$ cat config.mk
export PLATFORM = sky130hd
export DESIGN_NAME = lcd_bus_arbiter
export DESIGN_NICKNAME = d
export VERILOG_FILES = /design/src/rtl/lcd_pkg.sv /design/src/rtl/lcd_rr_pick.sv /design/src/rtl/lcd_bus_arbiter.sv
export SDC_FILE = /design/constraint.sdc
export NUM_CORES = 1
export LEC_CHECK = 0
export BUFFER_PORTS_ARGS = -buffer_cell sky130_fd_sc_hd__buf_2
export CORE_ASPECT_RATIO = 1.2
export CORE_MARGIN = 2
export CORE_UTILIZATION = 44
export DETAILED_ROUTE_END_ITERATION = 10
export GPL_ROUTABILITY_DRIVEN = 1
export MAX_ROUTING_LAYER = met4
export PLACE_DENSITY = 0.82
export SETUP_SLACK_MARGIN = 0.4
export SYNTH_ARGS = -nofsm -noshare
export SYNTH_HDL_FRONTEND = slang
export SYNTH_SLANG_ARGS = --single-unit
$ cat constraint.sdc
create_clock -name clk -period 1.5 [get_ports clk]
set_input_delay 0.15 -clock clk [delete_from_list [all_inputs] [get_ports clk]]
set_output_delay 0.15 -clock clk [all_outputs]
set_load 0.1 [all_outputs]
$ cat src/rtl/lcd_pkg.sv
`default_nettype none
// ============================================================================
// Module   : lcd_pkg
// Purpose  : Shared constants, arbiter state encoding and width helper for
//            the LCD bus arbiter slice.
// Revision : 1.0 - initial release
// ============================================================================
package lcd_pkg;

  // Default idle interval (cycles with E low) between two bus owners.
  localparam int c_guard_cyc_default = 4;

  // Width of the guard counter; covers the full 0..255 guard range.
  localparam int c_guard_cnt_w = 8;

  // Arbiter state encoding.
  localparam logic [1:0] c_st_idle  = 2'd0;
  localparam logic [1:0] c_st_grant = 2'd1;
  localparam logic [1:0] c_st_guard = 2'd2;

  // Owner index width: $clog2 of the channel count, never narrower than 1.
  function automatic int ch_width(input int n);
    return (n < 2) ? 1 : $clog2(n);
  endfunction

endpackage
`default_nettype wire

$ cat src/rtl/lcd_rr_pick.sv
`default_nettype none
// ============================================================================
// Module   : lcd_rr_pick
// Purpose  : Combinational round-robin picker. Scans eligible channels
//            starting one past ptr and returns the first hit.
// Revision : 1.0 - initial release
// ============================================================================
module lcd_rr_pick #(
  parameter int N_CH = 2,
  parameter int CH_W = 1
) (
  input  logic [N_CH-1:0] eligible,
  input  logic [CH_W-1:0] ptr,
  output logic [N_CH-1:0] onehot,
  output logic [CH_W-1:0] idx,
  output logic            valid
);

  logic [CH_W-1:0] w_k;

  // Walk the channels in rotated order; the first eligible one wins.
  always_comb begin
    onehot = '0;
    idx    = '0;
    valid  = 1'b0;
    w_k    = '0;
    for (int off = 1; off <= N_CH; off++) begin
      w_k = CH_W'((int'(ptr) + off) % N_CH);
      if (!valid && eligible[w_k]) begin
        onehot[w_k] = 1'b1;
        idx         = w_k;
        valid       = 1'b1;
      end
    end
  end

endmodule
`default_nettype wire

$ cat src/rtl/lcd_bus_arbiter.sv
`default_nettype none
// ============================================================================
// Module   : lcd_bus_arbiter
// Purpose  : Request/grant arbiter for the shared HD44780-style LCD bus with
//            round-robin fairness, channel-0 init lock and a guard interval
//            (E held low) between successive owners.
// Revision : 1.0 - initial release
// ============================================================================
module lcd_bus_arbiter
  import lcd_pkg::*;
#(
  parameter int N_CH      = 2,
  parameter int DATA_W    = 8,
  parameter int GUARD_CYC = c_guard_cyc_default,
  localparam int CH_W     = ch_width(N_CH)
) (
  input  logic                   clk,
  input  logic                   rst_n,
  input  logic                   init_lock,
  input  logic [N_CH-1:0]        req,
  input  logic [N_CH-1:0]        rs_in,
  input  logic [N_CH-1:0]        rw_in,
  input  logic [N_CH-1:0]        e_in,
  input  logic [N_CH*DATA_W-1:0] data_in,
  output logic [N_CH-1:0]        grant,
  output logic [CH_W-1:0]        owner,
  output logic                   busy,
  output logic                   lcd_rs,
  output logic                   lcd_rw,
  output logic                   lcd_e,
  output logic [DATA_W-1:0]      lcd_data
);

  logic [1:0]               r_state;
  logic [N_CH-1:0]          r_grant;
  // The last owner doubles as the round-robin pointer.
  logic [CH_W-1:0]          r_owner;
  logic [c_guard_cnt_w-1:0] r_cnt;
  logic                     r_lcd_rs;
  logic                     r_lcd_rw;
  logic                     r_lcd_e;
  logic [DATA_W-1:0]        r_lcd_data;

  logic [N_CH-1:0]          w_eligible;
  logic [N_CH-1:0]          w_onehot;
  logic [CH_W-1:0]          w_idx;
  logic                     w_valid;
  logic [DATA_W-1:0]        w_data_ch [N_CH];

  // Split the flat client data bus into per-channel words.
  for (genvar k = 0; k < N_CH; k++) begin : g_unpack
    assign w_data_ch[k] = data_in[k*DATA_W +: DATA_W];
  end

  // While the init sequencer holds the lock only channel 0 may win.
  assign w_eligible = init_lock ? {{(N_CH-1){1'b0}}, req[0]} : req;

  lcd_rr_pick #(
    .N_CH (N_CH),
    .CH_W (CH_W)
  ) u_pick (
    .eligible (w_eligible),
    .ptr      (r_owner),
    .onehot   (w_onehot),
    .idx      (w_idx),
    .valid    (w_valid)
  );

  // Arbitration state machine and registered LCD pin mux.
  always_ff @(posedge clk or negedge rst_n) begin
    if (!rst_n) begin
      r_state    <= c_st_idle;
      r_grant    <= '0;
      r_owner    <= '0;
      r_cnt      <= '0;
      r_lcd_rs   <= 1'b0;
      r_lcd_rw   <= 1'b0;
      r_lcd_e    <= 1'b0;
      r_lcd_data <= '0;
    end else begin
      case (r_state)
        c_st_idle: begin
          if (w_valid) begin
            r_grant <= w_onehot;
            r_owner <= w_idx;
            r_state <= c_st_grant;
          end
        end
        c_st_grant: begin
          if (!req[r_owner]) begin
            // E is forced low on release even if the client left it high.
            r_grant <= '0;
            r_lcd_e <= 1'b0;
            r_cnt   <= c_guard_cnt_w'(GUARD_CYC);
            r_state <= (GUARD_CYC == 0) ? c_st_idle : c_st_guard;
          end else begin
            r_lcd_rs   <= rs_in[r_owner];
            r_lcd_rw   <= rw_in[r_owner];
            r_lcd_e    <= e_in[r_owner];
            r_lcd_data <= w_data_ch[r_owner];
          end
        end
        c_st_guard: begin
          r_cnt <= r_cnt - 1'b1;
          if (r_cnt == c_guard_cnt_w'(1)) begin
            r_state <= c_st_idle;
          end
        end
        default: begin
          r_state <= c_st_idle;
          r_grant <= '0;
          r_lcd_e <= 1'b0;
        end
      endcase
    end
  end

  assign grant    = r_grant;
  assign owner    = r_owner;
  assign busy     = (r_state != c_st_idle);
  assign lcd_rs   = r_lcd_rs;
  assign lcd_rw   = r_lcd_rw;
  assign lcd_e    = r_lcd_e;
  assign lcd_data = r_lcd_data;

endmodule
`default_nettype wire

## After elaboration in Yosys (flattened, before gate mapping)

Cells that the tools add are included.

| operators by class | value |
|---|---|
| reduce and logical (&&, ||, !) cells | 13 |
| add/sub/neg operators | 3 |
| equality and inequality tests | 6 |
| muxes and demuxes | 37 |
| $lt $le $gt $ge | 6 |
| bitwise operators | 3 |

Operators with widths:

| operator | number |
|---|---|
| $mux W8 | 4 |
| $mux W1 | 19 |
| $mux W2 | 8 |
| $pmux W8 S2 | 1 |
| $pmux W2 S3 | 2 |
| $eq A8 B1 Y1 const B | 1 |
| $sub A8 B1 Y8 const B | 1 |
| $lt A1 B2 Y1 const B | 3 |
| $reduce_and A2 Y1 | 3 |
| $reduce_and A3 Y1 | 2 |
| $ne A2 B2 Y1 const B | 2 |
| $reduce_bool A2 Y1 | 2 |
| $logic_and A1 B1 Y1 | 3 |
| $add A1 B1 Y1 const B | 2 |
| $demux W1 S1 | 2 |
| $eq A2 B1 Y1 const B | 1 |
| $eq A2 B2 Y1 const B | 1 |
| $ge A1 B1 Y1 const B | 2 |
| $ge A2 B2 Y1 const B | 1 |
| $logic_not A2 Y1 | 1 |
| $ne A2 B1 Y1 const B | 1 |
| $not A1 Y2 | 1 |
| $or A2 B2 Y2 | 1 |
| $pmux W1 S2 | 1 |
| other kinds (3) | 3 |

| word-level totals | value |
|---|---|
| input bits | 27 |
| output and inout port bits | 15 |
| flip-flop bits (word level) | 24 |
| logic and storage cells | 76 |

## Logic depth before layout (Yosys ltp)

| logic depth | value |
|---|---|
| word-level depth | 10 |
| depth in mapped cells | 5 |
| depth with buffers taken out | 5 |

## By module

Synthesis repeated with hierarchy kept, for this count alone.

| second synthesis, totals | value |
|---|---|
| cells, all modules | 108 |
| area total of the unflattened synthesis | 1272.5 µm² |

Modules (own cells, without submodules):

| module | cells an instance | times used | sequential area each (µm²) | area an instance (µm²) |
|---|---|---|---|---|
| lcd_bus_arbiter | 103 | 1 | 600.6 | 1239.9 |
| lcd_rr_pick | 5 | 1 | 0.0 | 32.5 |

## Worst setup path before layout

OpenSTA, ideal clock, no wires.

| timing | value |
|---|---|
| path kind | register -> register |
| start point | register r_owner (netlist: owner) |
| end point | register r_lcd_data[1] (netlist: lcd_data[1]) |
| setup time | 0.125 ns |
| stages on the path, launching flop included | 6 |
| period minus slack after synthesis | 2.296 ns |
| path buffers | 2 |
| path slack | -0.796 ns |
| data required time | 1.375 ns |
| arrival time | 2.171 ns |
| path through | dfrtp_1 > buf_2 > nor2_1 > nor3_1 > buf_2 > mux2_2 |

| on the way | value |
|---|---|
| longest elaborated chain between the ends | 4 |
| elaborated cells on any way between the ends | 7 |
| those cells by class | 5 x mux; 1 x bitwise; 1 x reduce/logical |

Ends and longest elaborated chain:

| what | RTL line | source |
|---|---|---|
| from (decl) | lcd_bus_arbiter.sv:37 | `logic [CH_W-1:0] r_owner;` |
| from (signal assigned) | lcd_bus_arbiter.sv:85 | `r_owner <= w_idx;` |
| $not A1 Y2 (not written as such) | lcd_bus_arbiter.sv:100 | `r_lcd_data <= w_data_ch[r_owner];` |
| $mux W8 (not written as such) (3 in a row) | lcd_bus_arbiter.sv:100 |  |
| to (signal assigned) | lcd_bus_arbiter.sv:100 |  |
| to (decl) | lcd_bus_arbiter.sv:42 | `logic [DATA_W-1:0] r_lcd_data;` |

Parallel ways exist; a longest one is shown, timed or not. The select of a mux whose other input is x is not followed.
A chain may end at the register's enable or synchronous reset.

## Worst setup path after layout

| timing | value |
|---|---|
| start point | register r_cnt[3] |
| end point | register r_cnt[6] |

| on the way | value |
|---|---|
| longest elaborated chain between the ends | 2 |

Ends and longest elaborated chain:

| what | RTL line | source |
|---|---|---|
| from (decl) | lcd_bus_arbiter.sv:38 | `logic [c_guard_cnt_w-1:0] r_cnt;` |
| from (signal assigned) | lcd_bus_arbiter.sv:94 | `r_cnt <= c_guard_cnt_w'(GUARD_CYC);` |
| from (signal assigned) | lcd_bus_arbiter.sv:104 | `r_cnt <= r_cnt - 1'b1;` |
| $sub A8 B1 Y8 | lcd_bus_arbiter.sv:104 |  |
| $pmux W8 S2 | lcd_bus_arbiter.sv:81 | `case (r_state)` |

No other way between the ends.

==> summary by stage <==
Setup path
The arrival time at the worst endpoint is 1.90 ns. The terminus of the critical flop-to-flop path is r_cnt[6]. The slack of the worst reg-to-reg path is -0.13 ns. The largest fanout on the critical path is 3. The kind of start point of the critical path is a register.

For the worst flop-to-flop path, the logic depth is 3. The endpoint of the worst setup timing path is r_cnt[6]. STA classifies the critical path endpoint as a register. The source of the worst register-to-register timing path is r_cnt[3]. In this run the worst setup path begins at r_cnt[3]. The critical path data required time is between 1.5 and 2 ns. The worst setup path is of the reg -> reg kind.

Floorplanning
In this run the vertical extent of the chip is 62.7 µm. The core box area is 0.00276 mm². The initial utilization of the core area, before any placement, comes to a little under half. In this run the core area contains 21 standard-cell rows. The number of top-level design ports is between 40 and 50. The die covers ~0.0033 mm². The floorplan step set the die width to roughly 53 µm.

Synthesis
Counting distinct cell types in the post-synthesis netlist gives 34. Synthesis produced a netlist whose cell count is ~110. The number of warnings reported in the yosys synthesis log is 0.

The cell type contributing the most total cell area after synthesis is dfrtp_1. After synthesis the cells add up to 0.00126 mm². By area the synthesized netlist is led by dfrtp_1, mux2_2, o211a_1. Sequential cells were found to cover between 40% and 50% of the synthesized design area. The mean instance size in the synthesized netlist is about 12 µm². The number of register bits inferred by synthesis is 24. Synthesis produced a netlist with a net count of 137. Summed over its instances, the top area cell type makes up around 48% of the synthesized netlist area.

Timing
The max-slew violation count is 0. The relative max-transition margin is a little over three fifths. The hold violation total from the final report is 0.

Setup repair after global routing could not meet its margin everywhere. Across all setup checks in the final design, the least slack found is -0.134 ns. Setup violations remaining at the end of the flow were counted as 5. Clock skew on the completed layout was measured at approximately 0.0093 ns.

At the pin with the least slew margin, the transition time is approximately 0.56 ns. The maximum clock rate is ~600 MHz. The final critical delay including setup and external delays is approximately 1.6 ns.

Of the available clock period, the critical path in the final layout requires 109%.

Routing
The remaining design rule violation count is 0. In the final routed layout, each cell accounts on average for roughly 23 µm. The highest metal layer carrying signal wires in the routed design is met4. The first-iteration detailed-routing DRC count is 41. The total length of routed met3 wires is ~280 µm. The sum of routed wire length over all layers is ~4800 µm.

The via density per instance is 5.88. In the detailed route, the total length drawn on met2 is approximately 2500 µm. The number of search-and-repair iterations in the first detailed-routing pass is 4. The detail route stage leaves a number of antenna-violating nets equal to 0.

The detailed router placed between 1000 and 1500 vias in this run. The total routed wire length on the met1 layer is 1900 µm.

Final layout
In the layout the commonest cells are buf_2, dfrtp_1, buf_12. From synthesis to final layout, the design area changed by 81.8%. The number of antenna diodes in the final layout is 0. The fraction of layout instances using a drive strength above 1 is about two thirds. The most frequent standard cell in the layout excluding fill and tap cells is buf_2. Once layout is done, the placed cells without fillers occupy 0.00230 mm². The net count of the finished layout is between 200 and 250. The fill cell total of the finished layout is roughly 120.

GRT
The initial antenna violation count is 0. The largest net degree at the start of global routing is 25. The via count of the first global-routing pass is ~1200. Summed over all layers, the global routing overflow is 0. The total track usage is about a quarter. The first global-routing pass estimated 5900 µm of wire.

CTS
In this run, CTS created clock tree buffers numbering 3. In this run the number of H-tree levels came out at 1. TritonCTS built the clock tree. Clock-pin slew was measured on the worst setup and hold paths at between 0.1 and 0.15 ns. At the later pin of the worst-skew pair, clock insertion delay measures between 0.3 and 0.4 ns. The tree built by TritonCTS fans out to 24 sinks. Counting along the longest clock path gives a buffer depth of 2. CTS placed an instance of clkbuf_4 at the clock tree root.

Placement
The congestion estimate from routability-driven global placement came to approximately 0.8. The number of buffers added on ports is just over 40. Once detailed placement completed, the half-perimeter wirelength came to roughly 2100 µm. Summing all placed instances gives a cell area of between 0.0015 and 0.002 mm².

Status
The run finished, with violations left. The checks that failed: negative setup slack.

Worst hold path
The tightest min-delay check is of the in -> reg type.

Job
The count of maximum capacitance violations is 0.
## flip-flops by register name, summed over array words and instances, names as in the netlist
signal / cells
owner: 1
lcd_e: 1
lcd_rw: 1
lcd_rs: 1
lcd_data: 8
r_state: 2
grant: 2
r_cnt: 8
## per-layer routing
metal / GRT usage, % / vias up
li1: - / 542
met4: 7.69 / 0
met1: 30.5 / 644
met2: 42.3 / 53
met3: 3.35 / 13
met5: - / -
## repair_timing
| action | in CTS | in global routing |
|---|---|---|
| resized for setup | 59 | 39 |
| cloned | 1 | 0 |
| pin swaps | 6 | 12 |
| endpoints found under the hold margin | 24 | 0 |
| endpoints found under the setup margin | 39 | 39 |
| buffers inserted | 6 | 10 |
| hold buffers | 1 | 0 |
## cells in the mapped netlist, drive strengths merged
| master | instances |
|---|---|
| mux2 | 23 |
| o311ai | 1 |
| nor3b | 1 |
| o2bb2ai | 1 |
| a31oi | 1 |
| o21a | 2 |
| or2 | 2 |
| nand2b | 2 |
| a22o | 2 |
| nor4 | 3 |
| nor2 | 4 |
| dfrtp | 24 |
| buf | 3 |
| o22ai | 1 |
| nand2 | 2 |
| or3 | 2 |
| nor2b | 3 |
| o21ai | 1 |
| a211o | 3 |
| o211a | 3 |
| ha | 2 |
| o31ai | 3 |
| o31a | 1 |
| o211ai | 2 |
| nor4b | 2 |
| xor2 | 1 |
| clkbuf | 1 |
| nand3 | 1 |
| inv | 8 |
| or4 | 2 |
| nor3 | 1 |
## metrics by stage
| stage | worst slack (ns) | util [%] | hold WS (ns) | TNS [ns] | cells |
|---|---|---|---|---|---|
| 4_1_cts | -0.0631 | 73.6 | 0.121 | -0.185 | 203 |
| 3_5_place_dp | -0.0539 | 61.5 | 0.173 | -0.150 | 191 |
| 6_report | -0.134 | 83.3 | 0.164 | -0.385 | 213 |
| 5_1_grt | -0.151 | 83.3 | 0.168 | -0.547 | 213 |
| 2_1_floorplan | -0.223 | - | -0.146 | -3.22 | 108 |
| 3_3_place_gp | -0.0136 | 61.5 | 0.154 | -0.0153 | 191 |
## layout make-up
| type | instances | area [µm²] | share of cell area, % |
|---|---|---|---|
| Clock buffer | 4 | 36.3 | 1.58 |
| Inverter | 8 | 33.8 | 1.47 |
| Multi-Input combinational cell | 72 | 831 | 36.2 |
| Sequential cell | 24 | 606 | 26.4 |
| Tap cell | 34 | 42.5 | 1.85 |
| Timing Repair Buffer | 71 | 748 | 32.6 |
## cell families after synthesis
kind of cell               synth area share, %
muxes                                     20.5
buffers and inverters                     3.76
DFF                                       47.5
xor gates and xnor gates                 0.693
and+or+nand+nor                           12.1
AOI/OAI and AO/OA                         13.5
adders and majority gates                 1.98
## how the worst min path moves through the flow
stage	from	endpoint	slack (ns)	cells past startpoint
finish	e_in[1]	lcd_e	0.16	3
global route	e_in[0]	lcd_e	0.17	3
CTS	req[0]	owner	0.12	2
detailed placement	rst_n	lcd_data[1]	0.17	1
global placement	rst_n	lcd_data[5]	0.15	1
floorplan	rst_n	grant[0]	-0.15	0
## critical path, cell delays in order, from the launching register on
cell and delay [ns]:
dfrtp_1 0.44, or4_4 0.54, or4_1 0.47, nand3_1 0.11
Power is not shown: default switching activity piles up to over one toggle a cycle in this logic, so the estimate is an artifact.
